### src/rtl/audio_pdm_out.sv
// audio_pdm_out: consumer end of the 4-bit sample interface.
// Generates the sample-rate strobe, captures the settled mixer sample,
// fades the level in/out with a stepped gain ramp and drives a
// first-order sigma-delta bit stream onto the audio pin.
module audio_pdm_out #(
    parameter int CLK_DIV     = 1536,
    parameter int LATCH_DELAY = 5,
    parameter int RAMP_STEP   = 64
) (
    input  logic       clock,
    input  logic       reset,
    input  logic       enable,
    input  logic [3:0] sample,
    output logic       sample_ena,
    output logic       pdm_out,
    output logic [3:0] level_o,
    output logic       active
);

    localparam int               DIV_W      = (CLK_DIV > 1) ? $clog2(CLK_DIV) : 1;
    localparam logic [DIV_W-1:0] DIV_LAST   = DIV_W'(CLK_DIV - 1);
    localparam logic [3:0]       LATCH_LAST = 4'(LATCH_DELAY);
    localparam logic [7:0]       STEP_LAST  = 8'(RAMP_STEP);

    typedef enum logic [1:0] {
        ST_OFF,
        ST_RAMP_UP,
        ST_ON,
        ST_RAMP_DOWN
    } state_t;

    // Scaled level: (c * (g + 1)) >> 4. The product never exceeds 240,
    // so the shifted result always fits in four bits.
    function automatic logic [3:0] scale_level(input logic [3:0] c, input logic [3:0] g);
        logic [8:0] prod;
        prod = {5'd0, c} * {4'd0, ({1'b0, g} + 5'd1)};
        return 4'(prod >> 4);
    endfunction

    // ------------------------------------------------------------------
    // Sample-rate divider
    // ------------------------------------------------------------------
    logic [DIV_W-1:0] div_cnt_q;
    logic [DIV_W-1:0] div_cnt_d;
    logic             strobe_q;

    assign div_cnt_d = (div_cnt_q == DIV_LAST) ? '0 : div_cnt_q + DIV_W'(1);

    // Free-running divider; the strobe is registered one cycle after the terminal count.
    always_ff @(posedge clock) begin
        if (reset) begin
            div_cnt_q <= '0;
            strobe_q  <= 1'b0;
        end else begin
            div_cnt_q <= div_cnt_d;
            strobe_q  <= (div_cnt_q == DIV_LAST);
        end
    end

    // ------------------------------------------------------------------
    // Sample capture, LATCH_DELAY cycles after the strobe cycle
    // ------------------------------------------------------------------
    logic       armed_q;
    logic [3:0] dly_q;
    logic [3:0] cap_q;
    logic [3:0] cap_d;
    logic       cap_en;

    // dly_q holds k during cycle S+k, so the capture fires at the end of S+LATCH_DELAY.
    assign cap_en = armed_q && (dly_q == LATCH_LAST);
    assign cap_d  = cap_en ? sample : cap_q;

    // Delay counter armed by the strobe; captures the mixer output once it has settled.
    always_ff @(posedge clock) begin
        if (reset) begin
            armed_q <= 1'b0;
            dly_q   <= 4'd0;
            cap_q   <= 4'd0;
        end else begin
            if (strobe_q) begin
                armed_q <= 1'b1;
                dly_q   <= 4'd1;
            end else if (cap_en) begin
                armed_q <= 1'b0;
                dly_q   <= 4'd0;
            end else if (armed_q) begin
                dly_q   <= dly_q + 4'd1;
            end
            cap_q <= cap_d;
        end
    end

    // ------------------------------------------------------------------
    // Gain ramp FSM
    // ------------------------------------------------------------------
    state_t     state_q;
    state_t     state_d;
    logic [3:0] gain_q;
    logic [3:0] gain_d;
    logic [7:0] step_q;
    logic [7:0] step_d;
    logic [7:0] step_inc;

    assign step_inc = step_q + 8'd1;

    // Next-state logic: an enable change takes priority over a pending gain step.
    always_comb begin
        state_d = state_q;
        gain_d  = gain_q;
        step_d  = step_q;
        case (state_q)
            ST_OFF: begin
                gain_d = 4'd0;
                if (enable) begin
                    state_d = ST_RAMP_UP;
                    step_d  = 8'd0;
                end
            end
            ST_RAMP_UP: begin
                if (!enable) begin
                    state_d = ST_RAMP_DOWN;
                    step_d  = 8'd0;
                end else if (gain_q == 4'd15) begin
                    // Reversed out of a fade-down before its first step: already at full gain.
                    state_d = ST_ON;
                    step_d  = 8'd0;
                end else if (strobe_q) begin
                    if (step_inc == STEP_LAST) begin
                        step_d = 8'd0;
                        gain_d = gain_q + 4'd1;
                        if (gain_q == 4'd14) begin
                            state_d = ST_ON;
                        end
                    end else begin
                        step_d = step_inc;
                    end
                end
            end
            ST_ON: begin
                gain_d = 4'd15;
                if (!enable) begin
                    state_d = ST_RAMP_DOWN;
                    step_d  = 8'd0;
                end
            end
            ST_RAMP_DOWN: begin
                if (enable) begin
                    state_d = ST_RAMP_UP;
                    step_d  = 8'd0;
                end else if (gain_q == 4'd0) begin
                    // Reversed out of a fade-up before its first step: already silent.
                    state_d = ST_OFF;
                    step_d  = 8'd0;
                end else if (strobe_q) begin
                    if (step_inc == STEP_LAST) begin
                        step_d = 8'd0;
                        gain_d = gain_q - 4'd1;
                        if (gain_q == 4'd1) begin
                            state_d = ST_OFF;
                        end
                    end else begin
                        step_d = step_inc;
                    end
                end
            end
            default: begin
                state_d = ST_OFF;
                gain_d  = 4'd0;
                step_d  = 8'd0;
            end
        endcase
    end

    logic active_q;

    // FSM state register; active is registered alongside the state it describes.
    always_ff @(posedge clock) begin
        if (reset) begin
            state_q  <= ST_OFF;
            gain_q   <= 4'd0;
            step_q   <= 8'd0;
            active_q <= 1'b0;
        end else begin
            state_q  <= state_d;
            gain_q   <= gain_d;
            step_q   <= step_d;
            active_q <= (state_d != ST_OFF);
        end
    end

    // ------------------------------------------------------------------
    // Level scaling
    // ------------------------------------------------------------------
    logic [3:0] level_q;
    logic [3:0] level_d;

    // Built from next-state cap/gain so the level is valid in the cycle right after
    // the capture edge or gain step, with no extra lag.
    assign level_d = (state_d == ST_OFF) ? 4'd0 : scale_level(cap_d, gain_d);

    // Level register feeding the modulator.
    always_ff @(posedge clock) begin
        if (reset) begin
            level_q <= 4'd0;
        end else begin
            level_q <= level_d;
        end
    end

    // ------------------------------------------------------------------
    // First-order sigma-delta modulator
    // ------------------------------------------------------------------
    logic [3:0] acc_q;
    logic       pdm_q;
    logic [4:0] mod_sum;

    assign mod_sum = {1'b0, acc_q} + {1'b0, level_q};

    // Accumulator overflow is the output bit: density is level/16, exact over 16 cycles.
    always_ff @(posedge clock) begin
        if (reset) begin
            acc_q <= 4'd0;
            pdm_q <= 1'b0;
        end else begin
            acc_q <= mod_sum[3:0];
            pdm_q <= mod_sum[4];
        end
    end

    assign sample_ena = strobe_q;
    assign pdm_out    = pdm_q;
    assign level_o    = level_q;
    assign active     = active_q;

endmodule

### config.mk
export PLATFORM = sky130hd
export DESIGN_NAME = audio_pdm_out
export DESIGN_NICKNAME = d
export VERILOG_FILES = /design/src/rtl/audio_pdm_out.sv
export SDC_FILE = /design/constraint.sdc
export NUM_CORES = 1
export LEC_CHECK = 0
export CAP_MARGIN = 20
export CORE_ASPECT_RATIO = 0.6
export CORE_UTILIZATION = 36
export CTS_CLUSTER_SIZE = 28
export DETAILED_ROUTE_END_ITERATION = 16
export DONT_BUFFER_PORTS = 1
export PLACE_DENSITY = 0.62
export REMOVE_ABC_BUFFERS = 1
export SLEW_MARGIN = 10
export SYNTH_ARGS = -nofsm -noshare
export SYNTH_HDL_FRONTEND = slang
export SYNTH_SLANG_ARGS = --single-unit
### constraint.sdc
create_clock -name clock -period 5.1 [get_ports clock]
set_clock_uncertainty 0.15 [all_clocks]
set_input_delay 1.02 -clock clock [delete_from_list [all_inputs] [get_ports clock]]
set_output_delay 1.02 -clock clock [all_outputs]
set_load 0.02 [all_outputs]
* After elaboration in Yosys (flattened, before gate mapping)
Cells that the tools add are included.
** Cells by class
- Equality and inequality tests :: 11
- Reduce and logical (&&, ||, !) cells :: 11
- $mul :: 1
- Muxes and demuxes :: 37
- Add/sub/neg operators :: 7
** Operators with widths (number)
- $mux 8 :: 8
- $mux 4 :: 9
- $pmux 8 s4 :: 1
- $mux 2 :: 12
- $pmux 4 s4 :: 1
- $add 11x1->11 const B :: 1
- $eq 11x11->1 const B :: 1
- $add 4x1->4 const B :: 2
- $add 8x1->8 const B :: 1
- $eq 4x4->1 const B :: 2
- $eq 8x7->1 const B :: 1
- $mul 4x5->8 :: 1
- $pmux 2 s4 :: 1
- $add 4x1->5 const B :: 1
- $add 4x4->5 :: 1
- $mux 1 :: 5
- $eq 2x2->1 const B :: 2
- $eq 4x1->1 const B :: 1
- $eq 4x3->1 const B :: 1
- $logic_not 2->1 :: 2
- $logic_not 4->1 :: 1
- $ne 2x2->1 const B :: 2
- $reduce_bool 2->1 :: 2
- $reduce_or 2->1 :: 2
- other kinds (6) :: 6
** Storage, ports and cells
- Register bits :: 45

* Logic depth before layout (Yosys ltp)
Gate-level depths: netlist of run 1.
- Depth after elaboration :: 9
- Gate-level depth with buffers :: 21
- Mapped depth without buffers :: 21

* Worst setup path before layout of run 1
No wires, ideal clock.
- Path kind :: input to register
- Start :: in enable
- End :: reg level_q[3] (netlist: level_o[3])
- Data required time :: 4.828 ns
- Data arrival time :: 4.768 ns
- Setup slack :: 0.060 ns
- Buffers on the path :: 1
- Stages on the path :: 19
- Library setup time :: 0.122 ns
- Cell sequence :: clkbuf_1 -> nor2_1 -> a22o_1 -> a221o_1 -> o311ai_4 -> inv_2 -> ha_1 -> xnor2_1 -> nor2_1 -> fa_1 -> inv_1 -> fa_1 -> inv_1 -> ha_1 -> a21oi_1 -> o21ai_2 -> a31oi_1 -> o21ai_0 -> nor3b_2
** On the way
- Longest elaborated chain between the ends :: 4
- Elaborated cells on any way between the ends :: 12
- Classes of those cells :: add/sub: 1; mul: 1; mux: 8; reduce/logical: 2
** Ends and longest elaborated chain
- start: declaration :: line 12 : input logic enable,
- $mux 4 (on tied branches) :: line 147, 120
- $pmux 4 s4 * :: line 111 : case (state_q)
- net gain_d[0] :: line 99 : logic [3:0] gain_d;
- $add 4x1->5 * :: line 36 : prod = {5'd0, c} * {4'd0, ({1'b0, g} + 5'd1)};
- $mul 4x5->8 * :: line 36
- end signal: assignment :: line 206 : level_q <= level_d;
- end: declaration :: line 194 : logic [3:0] level_q;
The timed path passes the listed nets; every way through them passes the cells marked *.
A chain may end at the register's enable or synchronous reset.

* Worst setup path in the final report of run 1
- Start :: reg step_q[0]
- End :: reg level_q[3] (netlist: level_o[3])
** On the way
- Longest elaborated chain between the ends :: 9
- Elaborated cells on any way between the ends :: 24
- Classes of those cells :: add/sub: 2; mul: 1; eq/ne: 1; mux: 18; reduce/logical: 2
** Ends and longest elaborated chain
- start: declaration :: line 100 : logic [7:0] step_q;
- start signal: assignment :: line 186 : step_q <= step_d;
- $add 8x1->8 * :: line 104 : assign step_inc = step_q + 8'd1;
- $eq 8x7->1 * :: line 128, 155
- $mux 4, or another cell as far along :: line 155 : if (step_inc == STEP_LAST) begin
- $mux 4, or another cell as far along :: line 154 : end else if (strobe_q) begin
- $mux 4, or another cell as far along :: line 150 : end else if (gain_q == 4'd0) begin
- $mux 4, or another cell as far along :: line 147 : if (enable) begin
- $pmux 4 s4 or $pmux 2 s4 (tied branches) :: line 111
- $add 4x1->5 or $logic_not 2->1 (tied branches) :: line 36, 199
- $mul 4x5->8 or $reduce_or 2->1 (tied branches)
Mark *: on every way between the ends. The rest lies on a longest branch, timed or not.

==> results of run 1 <==
==> cell type report <==
| cell class | instances | area share [%] |
|---|---|---|
| flip-flops and latches | 45 | 26.0 |
| clock buffers | 5 | 3.61 |
| multi-input cells | 269 | 59.2 |
| repair buffers | 15 | 3.25 |
| well taps | 108 | 3.90 |
| clock inverters | 3 | 1.34 |
| inverters | 25 | 2.71 |
==> critical path, stage by stage, from the launching register on <==
cell	delay (ns)
dfxtp_1	0.33
ha_4	0.18
and3_4	0.21
o21ai_2	0.18
a32oi_4	0.15
buf_4	0.20
or4_4	0.54
nand3_1	0.11
a32o_4	0.20
nand3_2	0.11
xor2_1	0.15
nor2_1	0.09
fa_1	0.50
inv_1	0.05
fa_1	0.54
inv_1	0.04
ha_1	0.33
a21oi_2	0.17
o21ai_2	0.09
a31oi_1	0.20
o21ai_0	0.10
nor3b_2	0.15
==> registers in the layout, summed over array words and instances (netlist names) <==
signal and flops:
div_cnt_q 11, level_o 4, sample_ena 1, active 1, step_q 8, acc_q 4, dly_q 4, pdm_out 1
armed_q 1, gain_q 4, state_q 2, cap_q 4
==> power groups by stage <==
stage	Clock (mW)	Sequential, mW	Combinational, mW
after CTS	0.384	0.373	0.0819
after global placement	0	0.381	0.0819
after detailed placement	0	0.381	0.0813
final	0.376	0.373	0.0829
after global routing	0.396	0.375	0.0914
after floorplan	0	0.377	0.0593
==> cell usage after synthesis, types with 5 or more instances <==
| master | n | area, um2 |
|---|---|---|
| nor2_1 | 46 | 173 |
| and3_1 | 5 | 31.3 |
| nor2b_1 | 12 | 75.1 |
| nand2_1 | 25 | 93.8 |
| clkbuf_1 | 8 | 30.0 |
| ha_1 | 24 | 300 |
| xor2_1 | 18 | 158 |
| o21ai_0 | 10 | 50.1 |
| nand3_1 | 12 | 60.1 |
| fa_1 | 6 | 120 |
| a21oi_1 | 16 | 80.1 |
| nor3_1 | 6 | 30.0 |
| dfxtp_1 | 45 | 901 |
| inv_1 | 23 | 86.3 |
| mux2i_1 | 5 | 50.1 |
==> timing repair <==
action,in CTS,in global routing
endpoints found under the hold margin,0,0
buffers inserted,0,0
resized for setup,0,10
endpoints found under the setup margin,0,3
==> path summary, 6_finish.rpt <==
path                            start                       end  slack, ns  depth (start not counted)
max            step_q[0]$_SDFFE_PP0P_     level_o[3]$_SDFF_PP0_       0.22                         21
min          div_cnt_q[10]$_SDFF_PP0_  div_cnt_q[10]$_SDFF_PP0_       0.34                          2
max reg2reg    step_q[0]$_SDFFE_PP0P_     level_o[3]$_SDFF_PP0_       0.22                         21
min reg2reg  div_cnt_q[10]$_SDFF_PP0_  div_cnt_q[10]$_SDFF_PP0_       0.34                          2
==> routing by layer <==
metal  vias to the layer above  track usage [%]  share of wire [%]
met4                         0             4.66               0.95
met1                      1199             24.0                 51
met5                         -                0                  0
met2                        64             25.1                 40
li1                       1249                -                  -
met3                         7             5.63                8.4
==> logic make-up after synthesis <==
group | count (synthesis)
adders and majority gates | 30
and+or+nand+nor | 147
buffers and inverters | 35
AOI/OAI and AO/OA | 63
muxes | 7
xor gates and xnor gates | 22
DFF | 45
==> metrics.yaml, run 1 <==
outcome:
  status: "finished clean"
power:
  switching_power_mw: 0.206
  pwr-share-comb_pct: 10.0
  sw_frac_of_total_pct: 24.8
  max-vdd-ir-drop_mv: 0.117
  seqPwrFrac_pct: 44.9
  p_per_area_nw_per_um2: 240
  power_mw: 0.832
  clock_power_share_pct: 45.2
  intPower_mw: 0.626
  power.leakage_nw: 1.39
logic_synthesis:
  synth_cells: 349
  ys_ff_latch: 45
  synthDistinctLibCells: 73
  syn_area_um2: 3040
  dominantRegCellSynth: "dfxtp_1"
  async_flop_share_pct: 0
  syn_area_per_cell_um2: 8.70
  synth_top_family_by_area: "simple AND/OR/NAND/NOR gates"
  synthMuxAreaShare_pct: 2.39
  synthXorXnorAreaFrac_pct: 6.59
  synth_fa_ha_area_share_pct: 13.8
  synth_compound_area_share_pct: 17.2
  yosysWarnings: 0
  synth_edf_count: 0
  synth-simple-area-share_pct: 26.0
  ys_seq_area_share_pct: 29.7
die:
  start_util_pct: 37.9
  die_w_um: 121
  io_pins: 14
  fp.dieH_um: 73.1
  rows: 25
  coreArea_um2: 8010
  dieArea_um2: 8820
sta:
  timing.fmax_mhz: 205
  rsz0062_at_grt: "no"
  tightest_slew_ns: 0.753
  fin_setup_tns_ns: 0
  maxSlewHeadroom_pct: 49.4
  fin_crit_ns: 4.88
  fin_hold_ws_ns: 0.338
  hold_viol: 0
  report.final.slew_viol_count: 0
  fin_crit_sh_pct: 95.7
  finalWorstSetupSlack_ns: 0.219
  setup_viol: 0
detailed_routing:
  via_count: 2519
  postRouteAntennaNets: 0
  wirelength_mm: 6.83
  post-route-drc-count: 0
  wire_per_inst_um: 14.5
  vias_per_cell: 5.36
  drtIter0Drc: 212
  dr.pass1.iters: 5
placement:
  io_buffers: 0
  dp_cells: 462
  place_congestion: 0.879
  post-place-ws_ns: 0.0854
  postPlaceCellArea_um2: 3250
  place_hpwl_mm: 5.11
grt:
  globalRoute.totalOverflow: 0
  grt.total_usage_pct: 17.1
  grt_pass1_wl_mm: 11.8
  grt_pass1_vias: 2484
  grt_max_degree: 28
  antenna_found_initial: 0
critical_path:
  crit_arrival_ns: 4.91
  worst-setup-path-type: "register to register"
  crit_path_start_kind: "register"
  required_ns: 5.13
  endpoint_kind: "register"
  crit_fanout: 7
cells_and_area:
  seqCellArea_um2: 901
  n_fill_cell: 807
  multi_input_area_um2: 2050
  final_area_um2: 3460
  syn_to_final_growth_pct: 14.0
  final_cells: 470
  final_cell_mix: "nor2_1, dfxtp_1, nand2_1"
  antenna_cells: 0
  post-route-util_pct: 43.2
  nets: 398
  drive_gt1_share_pct: 16.6
cts:
  htreeDepth: 2
  cts_inserted_buffers: 5
  cts_tree: "built"
  cts_root_buf: "clkbuf_16"
  hold_buffers: 0
  cts_max_path_buffers: 2
  path_clk_slew_ns: 0.07
  clock_sink_count: 45
  clk_latency_ns: 0.29
flow_run:
  drv_cap: 0
hold_path:
  hold_class: "register to register"
Note: power is estimated with default switching activity, not from simulation.
==> run 2, diff against run 1 <==
--- a/config.mk
+++ b/config.mk
@@ -8,11 +8,13 @@
 export CAP_MARGIN = 20
 export CORE_ASPECT_RATIO = 0.6
 export CORE_UTILIZATION = 36
+export CTS_CLUSTER_DIAMETER = 40
 export CTS_CLUSTER_SIZE = 28
 export DETAILED_ROUTE_END_ITERATION = 16
 export DONT_BUFFER_PORTS = 1
 export PLACE_DENSITY = 0.62
 export REMOVE_ABC_BUFFERS = 1
+export SKIP_LAST_GASP = 1
 export SLEW_MARGIN = 10
 export SYNTH_ARGS = -nofsm -noshare
 export SYNTH_HDL_FRONTEND = slang
==> results of run 2 <==
The final DEF is identical to that of run 1; final timing and power are the same.
==> run 3, diff against run 2 <==
--- a/config.mk
+++ b/config.mk
@@ -5,7 +5,7 @@
 export SDC_FILE = /design/constraint.sdc
 export NUM_CORES = 1
 export LEC_CHECK = 0
-export CAP_MARGIN = 20
+export CAP_MARGIN = 10
 export CORE_ASPECT_RATIO = 0.6
 export CORE_UTILIZATION = 36
 export CTS_CLUSTER_DIAMETER = 40
@@ -14,6 +14,7 @@
 export DONT_BUFFER_PORTS = 1
 export PLACE_DENSITY = 0.62
 export REMOVE_ABC_BUFFERS = 1
+export SETUP_SLACK_MARGIN = 0.3
 export SKIP_LAST_GASP = 1
 export SLEW_MARGIN = 10
 export SYNTH_ARGS = -nofsm -noshare
==> metrics.yaml, run 3 (same netlist as run 1, synthesis figures left out) <==
cells_and_area:
  drive_gt1_share_pct: 23.1
  nets: 408
  final_area_um2: 3670
  syn_to_final_growth_pct: 21.0
  layout_commonest_cell: "nor2_1"
  final_cells: 480
  top_register: "div_cnt_q"
  final_cell_mix: "nor2_1, dfxtp_1, nand2_1"
  largest_reg_flops: 11
  reg_top3: "div_cnt_q: 11 flops, step_q: 8 flops"
  antenna_cells: 0
sta:
  report.final.slew_viol_count: 0
  timing.fmax_mhz: 211
  maxSlewHeadroom_pct: 50.8
  fin_crit_ns: 4.74
  setup_viol: 0
  finalWorstSetupSlack_ns: 0.362
  rsz0062_at_grt: "yes"
  fin_crit_sh_pct: 92.9
  fin_hold_ws_ns: 0.336
  fin_setup_tns_ns: 0
  tightest_slew_ns: 0.733
  hold_viol: 0
power:
  p_per_area_nw_per_um2: 230
  max-vdd-ir-drop_mv: 0.117
  power.leakage_nw: 1.46
die:
  fp.dieH_um: 73.1
  coreArea_um2: 8010
  rows: 25
  start_util_pct: 37.9
  dieArea_um2: 8820
  die_w_um: 121
  io_pins: 14
cts:
  htreeDepth: 2
  hold_buffers: 0
  cts_root_buf: "clkbuf_16"
  clock_sink_count: 45
  clk_latency_ns: 0.29
  cts_tree: "built"
  cts_inserted_buffers: 5
  path_clk_slew_ns: 0.07
  cts_max_path_buffers: 2
detailed_routing:
  post-route-drc-count: 0
  postRouteAntennaNets: 0
  dr.pass1.iters: 4
  wire_per_inst_um: 14.9
  vias_per_cell: 5.38
  via_count: 2581
  drtIter0Drc: 209
  wirelength_mm: 7.17
grt:
  grt_pass1_vias: 2529
  grt_use_met1_pct: 24.1
  grt_max_degree: 28
  grt.total_usage_pct: 17.4
  busiest_layer: "met2"
  antenna_found_initial: 0
  globalRoute.totalOverflow: 0
  use_met3_pct: 5.63
  grt_pass1_wl_mm: 12.0
  gr-usage-met2_pct: 26.1
critical_path:
  crit_fanout: 7
  crit_path_start_kind: "register"
  r2r_cells: 22
  required_ns: 5.14
  cp_slowest_cell: "fa_1"
  worst-setup-path-type: "register to register"
  crit_chain: "ha_4 -> and3_4 -> o211a_4 -> o221ai_4 -> buf_6 -> o31ai_2 -> nand3_2 -> a32o_4 -> buf_4 -> xnor2_1 -> nor2_1 -> fa_1 -> inv_2 -> fa_1 -> inv_2 -> ha_4 -> a21oi_2 -> o21ai_2 -> buf_4 -> a21oi_2 -> xor2_1 -> nor2_1"
  endpoint_kind: "register"
  crit_arrival_ns: 4.78
  max_stage_delay_ns: 0.53
placement:
  place_hpwl_mm: 5.11
  postPlaceCellArea_um2: 3250
  place_congestion: 0.879
  post-place-ws_ns: 0.0854
  dp_cells: 462
  io_buffers: 0
hold_path:
  hold_class: "register to register"
  holdPathStages: 2
outcome:
  status: "finished clean"
flow_run:
  drv_cap: 0
## run 3: cell count changes in the layout (fill, tap and decap cells not counted), sizes merged
cell  change
buf      +10
## run 3: timing repair
action	CTS	global route
pin swaps	6	25
hold endpoints to repair	0	0
endpoints found under the setup margin	3	3
gates resized for setup	14	23
setup buffers	3	7
## run 3: routing by layer
layer | vias to the layer above | part of all wire [%]
met2 | 76 | 41
met3 | 9 | 8.8
met4 | 0 | 1.1
li1 | 1266 | -
met5 | - | 0
met1 | 1230 | 49
## run 3: metrics by stage
| stage | utilization [%] | power [mW] |
|---|---|---|
| after floorplan | - | 0.436 |
| after global placement | 40.5 | 0.463 |
| after detailed placement | 40.5 | 0.462 |
| after CTS | 43.8 | 0.841 |
| after global routing | 45.9 | 0.874 |
| final | 45.9 | 0.844 |
## run 3: cell type report
type | instances | area, um2
Timing Repair Buffer | 25 | 199
Clock buffer | 5 | 125
Multi-Input combinational cell | 269 | 2170
Clock inverter | 3 | 46.3
Tap cell | 108 | 135
Fill cell | 773 | 4330
Sequential cell | 45 | 906
Inverter | 25 | 93.8
## run 3: power by group
| group | total [mW] | leakage [nW] | internal, mW | switching (mW) |
|---|---|---|---|---|
| clock network | 0.377 | 0.0800 | 0.232 | 0.145 |
| registers | 0.374 | 0.366 | 0.358 | 0.0154 |
| logic | 0.0928 | 1.02 | 0.0414 | 0.0514 |
| total | 0.844 | 1.46 | 0.632 | 0.212 |
## run 3: path summary, 6_finish.rpt
check,to,slack [ns],startpoint
min,div_cnt_q[10]$_SDFF_PP0_,0.34,div_cnt_q[10]$_SDFF_PP0_
min reg2reg,div_cnt_q[10]$_SDFF_PP0_,0.34,div_cnt_q[10]$_SDFF_PP0_
max,level_o[2]$_SDFF_PP0_,0.36,step_q[0]$_SDFFE_PP0P_
max reg2reg,level_o[2]$_SDFF_PP0_,0.36,step_q[0]$_SDFFE_PP0P_
## run 3: critical path: cells and delay by family (launching register included)
family	cells	cell delay, ns
DFF	1	0.36
and+or+nand+nor	4	0.51
adders and majority gates	4	1.41
xor gates and xnor gates	2	0.34
AOI/OAI and AO/OA	7	1.31
buffers and inverters	5	0.55
